==> src/rtl/psum_accum_ctrl_if.sv <==
// OFIFO-to-controller psum vector stream; a vector moves on a cycle where in_valid and in_ready are both high.
interface psum_accum_ctrl_if #(
  parameter int dw = 128
);
  logic          in_valid;
  logic [dw-1:0] in_data;
  logic          in_ready;

  modport master (output in_valid, output in_data, input in_ready);
  modport slave  (input in_valid, input in_data, output in_ready);
endinterface

==> src/rtl/psum_accum_ctrl.sv <==
// Psum SRAM read-modify-write sequencer: overwrite at 1 vector/cycle, or per-lane accumulate at 1 vector/2 cycles
// (read, then write back). in_ready is low during write-back; a stall on in_valid issues no SRAM access.
module psum_accum_ctrl #(
  parameter int col     = 8,
  parameter int psum_bw = 16,
  parameter int addr_bw = 11,
  parameter bit sat_en  = 1'b1
) (
  input  logic                     clk,
  input  logic                     reset,
  input  logic                     start,
  input  logic                     mode,
  input  logic [addr_bw-1:0]       base_addr,
  input  logic [addr_bw:0]         length,
  psum_accum_ctrl_if.slave         inIf,
  output logic                     mem_cen,
  output logic                     mem_wen,
  output logic [addr_bw-1:0]       mem_addr,
  output logic [psum_bw*col-1:0]   mem_d,
  input  logic [psum_bw*col-1:0]   mem_q,
  output logic                     busy,
  output logic                     done
);

  localparam int dataBw = psum_bw * col;

  localparam logic [2:0] IDLE = 3'd0;
  localparam logic [2:0] OVW  = 3'd1;
  localparam logic [2:0] RD   = 3'd2;
  localparam logic [2:0] WB   = 3'd3;
  localparam logic [2:0] DONE = 3'd4;

  localparam logic [addr_bw-1:0] addrOne = 1;
  localparam logic [addr_bw:0]   cntOne  = 1;

  logic [2:0]         state;
  logic [2:0]         stateNxt;
  logic [addr_bw-1:0] curAddr;
  logic [addr_bw:0]   cnt;
  logic [addr_bw:0]   lenReg;
  logic [dataBw-1:0]  holdReg;
  logic [dataBw-1:0]  sumVec;
  logic               lastVec;

  logic signed [psum_bw-1:0] holdLane;
  logic signed [psum_bw-1:0] qLane;
  logic signed [psum_bw:0]   laneSum;

  // lenReg is nonzero whenever this is consulted, so the subtraction never underflows.
  assign lastVec = (cnt == lenReg - cntOne);

  // One extra bit holds the exact sum; overflow at psum_bw shows as differing top two bits.
  always_comb begin
    sumVec   = '0;
    holdLane = '0;
    qLane    = '0;
    laneSum  = '0;
    for (int i = 0; i < col; i++) begin
      holdLane = holdReg[i*psum_bw +: psum_bw];
      qLane    = mem_q[i*psum_bw +: psum_bw];
      laneSum  = (psum_bw+1)'(holdLane) + (psum_bw+1)'(qLane);
      if (sat_en && (laneSum[psum_bw] != laneSum[psum_bw-1])) begin
        sumVec[i*psum_bw +: psum_bw] = laneSum[psum_bw] ? {1'b1, {(psum_bw-1){1'b0}}}
                                                         : {1'b0, {(psum_bw-1){1'b1}}};
      end else begin
        sumVec[i*psum_bw +: psum_bw] = laneSum[psum_bw-1:0];
      end
    end
  end

  always_comb begin
    stateNxt = state;
    case (state)
      IDLE: begin
        if (start) begin
          if (length == '0) stateNxt = DONE;
          else              stateNxt = mode ? RD : OVW;
        end
      end
      OVW:     if (inIf.in_valid && lastVec) stateNxt = DONE;
      RD:      if (inIf.in_valid) stateNxt = WB;
      WB:      stateNxt = lastVec ? DONE : RD;
      DONE:    stateNxt = IDLE;
      default: stateNxt = IDLE;
    endcase
  end

  always_ff @(posedge clk or negedge reset) begin
    if (!reset) begin
      state   <= IDLE;
      curAddr <= '0;
      cnt     <= '0;
      lenReg  <= '0;
      holdReg <= '0;
    end else begin
      state <= stateNxt;
      case (state)
        IDLE: begin
          if (start) begin
            curAddr <= base_addr;
            cnt     <= '0;
            lenReg  <= length;
          end
        end
        OVW: begin
          if (inIf.in_valid) begin
            curAddr <= curAddr + addrOne;
            cnt     <= cnt + cntOne;
          end
        end
        RD: begin
          if (inIf.in_valid) holdReg <= inIf.in_data;
        end
        WB: begin
          curAddr <= curAddr + addrOne;
          cnt     <= cnt + cntOne;
        end
        default: ;
      endcase
    end
  end

  // The read issued in RD returns on mem_q during WB, where it is summed and written back.
  always_comb begin
    inIf.in_ready = 1'b0;
    mem_cen       = 1'b1;
    mem_wen       = 1'b1;
    mem_addr      = curAddr;
    mem_d         = '0;
    case (state)
      OVW: begin
        inIf.in_ready = 1'b1;
        if (inIf.in_valid) begin
          mem_cen = 1'b0;
          mem_wen = 1'b0;
          mem_d   = inIf.in_data;
        end
      end
      RD: begin
        inIf.in_ready = 1'b1;
        if (inIf.in_valid) mem_cen = 1'b0;
      end
      WB: begin
        mem_cen = 1'b0;
        mem_wen = 1'b0;
        mem_d   = sumVec;
      end
      default: ;
    endcase
  end

  assign busy = (state != IDLE);
  assign done = (state == DONE);

endmodule

==> src/flat_wrapper.sv <==
// flat-port wrapper written by rule: the top's interface ports become plain ports
module psum_accum_ctrl_flat 
#(
  parameter int col     = 8,
  parameter int psum_bw = 16,
  parameter int addr_bw = 11,
  parameter bit sat_en  = 1'b1
)
  (clk, reset, start, mode, base_addr, length, mem_cen, mem_wen, mem_addr, mem_d, mem_q, busy, done, inIf_in_valid, inIf_in_data, inIf_in_ready);
  psum_accum_ctrl_if #(.dw(128)) inIf_i ();
  input  logic clk;
  input  logic reset;
  input  logic start;
  input  logic mode;
  input  logic [addr_bw-1:0] base_addr;
  input  logic [addr_bw:0] length;
  output logic mem_cen;
  output logic mem_wen;
  output logic [addr_bw-1:0] mem_addr;
  output logic [psum_bw*col-1:0] mem_d;
  input  logic [psum_bw*col-1:0] mem_q;
  output logic busy;
  output logic done;
  input wire logic [$bits(inIf_i.in_valid)-1:0] inIf_in_valid;
  input wire logic [$bits(inIf_i.in_data)-1:0] inIf_in_data;
  output wire logic [$bits(inIf_i.in_ready)-1:0] inIf_in_ready;
  assign inIf_i.in_valid = inIf_in_valid;
  assign inIf_i.in_data = inIf_in_data;
  assign inIf_in_ready = inIf_i.in_ready;
  psum_accum_ctrl #(.col(col), .psum_bw(psum_bw), .addr_bw(addr_bw), .sat_en(sat_en)) u_core (.clk(clk), .reset(reset), .start(start), .mode(mode), .base_addr(base_addr), .length(length), .inIf(inIf_i), .mem_cen(mem_cen), .mem_wen(mem_wen), .mem_addr(mem_addr), .mem_d(mem_d), .mem_q(mem_q), .busy(busy), .done(done));
endmodule
==> config.mk <==
export PLATFORM = sky130hd
export DESIGN_NAME = psum_accum_ctrl_flat
export DESIGN_NICKNAME = d
export VERILOG_FILES = /design/src/rtl/psum_accum_ctrl_if.sv /design/src/rtl/psum_accum_ctrl.sv /design/src/flat_wrapper.sv
export SDC_FILE = /design/constraint.sdc
export NUM_CORES = 1
export LEC_CHECK = 0
export CORE_UTILIZATION = 45
export CTS_BUF_LIST = sky130_fd_sc_hd__clkbuf_4 sky130_fd_sc_hd__clkbuf_8
export DETAILED_ROUTE_END_ITERATION = 12
export PLACE_DENSITY = 0.76
export SKIP_LAST_GASP = 1
export SYNTH_ARGS = -nofsm -noshare
export SYNTH_HDL_FRONTEND = slang
export SYNTH_SLANG_ARGS = --single-unit
==> constraint.sdc <==
create_clock -name clk -period 3.9 [get_ports clk]
set_input_delay 0.585 -clock clk [delete_from_list [all_inputs] [get_ports clk]]
set_output_delay 0.585 -clock clk [all_outputs]
set_load 0.02 [all_outputs]
==> results list <==
- The largest single stage delay on the critical path is 0.39 ns.
- Clock-pin slew was measured on the worst setup and hold paths at approximately 0.1 ns.
- Largest driver fanout on the critical path: 8
- Synthesized flop and latch total: approximately 170
- Measured on the finished design, the core utilization comes to 0.758.
* Post-synthesis net count: between 2000 and 2500
- Clock tree skew after final layout: between 0.015 and 0.02 ns
* Area fraction of the dominant cell type after synthesis: 0.283
- Total DRC errors in the routed layout: 0
- Once placement completed, the tool counted placed cells totaling about 2800.
* Run status: complete, but fails checks
- Final setup slack of the worst path: -0.190 ns
- Sequence of cells on the critical path: ha_2, fa_2, a21oi_2, o21ai_2, a2111oi_4, nor4_2, o32ai_2, o21ai_2, inv_2, ha_4, and3_4, a221o_1, buf_6
- Synth Area per Inst: ~8.8 sq um
- In the finished design, the share of the clock period the worst path needs comes to 1.05.
- Proportion of synthesized flip-flops having asynchronous set or reset: 1.00
* Overall routed net length: 58800 um
- Start-to-end type of the worst setup path: flop to primary output
- Layout Area Growth over Synthesis: 64.2%
- For this run, the number of Yosys warnings is 0.
- The H-tree generated during clock tree synthesis spans 4 levels.
- The checks that failed: negative setup slack.
- Type of the tightest min-delay check: input pin to asynchronous set/reset pin
* Number of global-route vias before repair: ~17000
* Total I/O pin count: ~430
- The total count of max-transition violations in the final report was 0.
* Remaining max-slew budget at the tightest pin: 0.456
* Number of nets still failing antenna checks after routing: 0
* Peak supply drop: around 0.62 mV
- Initial cell density of the core: 0.461
* Data required time of the critical path: ~3.3 ns
- Share of the yosys chip area belonging to registers: 0.283
- Post-route non-filler standard cell count: 2868
- Routability-driven placement finished with a final weighted congestion of about 0.96.
- The most used flip-flop cell after synthesis is dfrtp_1.
- In the final routed layout, each cell accounts on average for approximately 20 um.
- For the pin with the worst max-slew slack, the measured transition is 0.816 ns.
- Setup violation total in the final timing report: between 40 and 50
* Antenna violations before repair: 9
- Crit-path most repeated cell: o21ai_2
- Top library cells by usage in the layout, fill and taps aside: buf_4, clkdlybuf4s50_1, nand2_1, dfrtp_1, mux2_2
- Static timing analysis puts the maximum clock frequency at about 240 MHz.
- Total core area: about 0.032 sq mm
- The first global-routing pass estimated 85600 um of wire.
- TritonCTS built the clock tree.
- STA classifies the critical path startpoint as a flop.
- Counting both buffers and inverters, the worst setup path holds a total of 2.
- The longest clock path from root to sink contains 2 buffers.
- # fillers: 2057
- In this run the clock root is driven by a clkbuf_8.
- Summing all multi-input logic gate instances after layout gives roughly 0.012 sq mm.
- WP data arrival: approximately 3.5 ns
* Final global-route overflow total: 0
* Nets@finish: roughly 2800
- In the global route stage, overall resource usage came out at 0.323.
- Number of cells produced by synthesis: roughly 1700
- The slowest stage of the critical path belongs to the cell dfrtp_1.
- Adding up every negative setup slack in the final design gives -4.32 ns.
- Maximum number of pins on one net before global-route repair: ~80
* Proportion of layout cells with a drive suffix above 1: 0.371
- Cell variety after synth: between 70 and 80
* Largest delay share family, worst path: compound AO/OA/AOI/OAI gates
* Number of buffers added on ports: about 430
- The final-report hold violation count came to 0.
- Leading cell type in the layout, fill and taps excluded: buf_4
- In this run, CTS created clock tree buffers numbering 17.
- Unrepaired setup endpoints after global routing: true
- After layout, the minimum clock period comes to between 4 and 5 ns.
- PwrDens: ~1000 mW/mm^2
* Main area contributors after synthesis: dfrtp_1, ha_1, mux2_2
- Die height: 183 um
* Area enclosed by the die boundary: approximately 0.033 sq mm
- Using the TritonRoute via totals, the vias-per-cell ratio works out to roughly 5.8.
* First-pass iteration count of the detailed router: 7
- 1st-iter DRT viols: 1111
- In this run the horizontal extent of the chip is roughly 180 um.
- The tool flagged a number of max-cap violations equal to 0.
* Cell area after synthesis: approximately 0.015 sq mm
* Kind of end point of the critical path: primary output
- Leakage power: about 11 nW
- Post-cts hold buffer count: 0
* Number of synthesized flops with an enable pin: 0
- Overall power consumption after layout is estimated at 0.0241 W.
- Once detailed placement completed, the half-perimeter wirelength came to 39700 um.
* Flip-flop and latch area: slightly above 0.004 sq mm
- Clk Latency, worst-skew pair: between 0.5 and 0.6 ns
- Detailed routing inserted a total of 16700 vias.
- Clk sink count: around 170
* Number of placement rows: 65
- Library cell occupying the most area in the post-synthesis netlist: dfrtp_1
[kinds of logic (layout without fill, tap and decap cells)]
family | after synthesis | after routing | share of synthesized area
multiplexers | 140 | 140 | 0.107
AO/OA/AOI/OAI | 505 | 505 | 0.231
adder cells (fa/ha/maj) | 141 | 141 | 0.124
flip-flops | 166 | 166 | 0.283
other | 0 | 6 | 0
XOR/XNOR | 119 | 119 | 0.0715
buffers and inverters | 116 | 879 | 0.0321
AND/OR/NAND/NOR | 475 | 477 | 0.151
[synthesized netlist by cell type, drive strengths merged (4+ instances only)]
| cell | instances |
|---|---|
| ha | 133 |
| nor2 | 106 |
| nor4 | 10 |
| o21bai | 15 |
| and4 | 4 |
| and3 | 20 |
| nor3 | 30 |
| o311ai | 6 |
| o32ai | 7 |
| a22o | 4 |
| nand3 | 36 |
| nor4b | 4 |
| nand2 | 187 |
| mux2i | 4 |
| a21o | 43 |
| clkbuf | 51 |
| a31oi | 12 |
| nand2b | 24 |
| o22ai | 8 |
| a221o | 42 |
| a211oi | 25 |
| nand4 | 7 |
| o31ai | 7 |
| dfrtp | 166 |
| xor2 | 45 |
| xnor2 | 74 |
| o21ai | 140 |
| o211ai | 39 |
| inv | 49 |
| o21a | 15 |
| buf | 16 |
| or2 | 8 |
| a21oi | 111 |
| and2 | 5 |
| nor2b | 10 |
| nand3b | 7 |
| or3 | 8 |
| fa | 8 |
| mux2 | 136 |
[metal layers]
metal	up-vias	GRT usage	wire length, um
met3	202	0.0758	4230
met4	6	0.154	2760
met1	8083	0.372	22400
met5	-	0	40
met2	796	0.561	29300
li1	7661	-	-
[power breakdown]
group	total (W)	switching [W]	internal, W	leakage (nW)
Combinational	0.0194	0.00974	0.00970	8.50
Clock	0.00137	0.000761	0.000610	0.204
Sequential	0.00331	0.000749	0.00257	1.97
Total	0.0241	0.0112	0.0129	10.7
[final cells by class]
type,count,area share
clock inverter,12,0.00592
timing repair buffer,799,0.298
inverter,49,0.00764
tap,435,0.0226
antenna,6,0.000623
sequential,166,0.172
multi-input combinational,1382,0.482
clock buffer,19,0.0109
[worst paths after layout]
check	startpoint	to	slack, ns	depth (start not counted)
min in group clk	u_core.holdReg[31]	u_core.holdReg[31]	0.52	1
worst min-delay path	reset	u_core.holdReg[88]	0.08	1
max in group asynchronous	reset	u_core.holdReg[32]	2.90	2
worst min register to register	u_core.holdReg[31]	u_core.holdReg[31]	0.52	1
worst max-delay path	u_core.holdReg[48]	mem_d[52]	-0.19	13
worst max register to register	u_core.lenReg[0]	u_core.state[2]	1.25	10
[per-stage QoR]
step,cell area (sq um),setup WS (ns),hold slack (ns)
after floorplan,14700,0.00828,0.289
after global placement,21500,-0.928,0.493
after detailed placement,21500,-1.03,0.501
after CTS,22900,-0.399,0.104
after global routing,24100,-0.328,0.122
final,24100,-0.190,0.0787
[repair_timing]
| action | in CTS | in global routing |
|---|---|---|
| cloned | 4 | 2 |
| resized for setup | 685 | 308 |
| pin swaps | 119 | 138 |
| endpoints found under the setup margin | 127 | 125 |
| setup buffers | 54 | 43 |
| hold endpoints to repair | 0 | 0 |
[registers in the layout, summed over array words and instances, names as in the netlist]
signal	flops
u_core.holdReg	128
u_core.cnt	12
u_core.lenReg	12
u_core.mem_addr	11
u_core.state	3
Power figures use the tool's default switching activity.
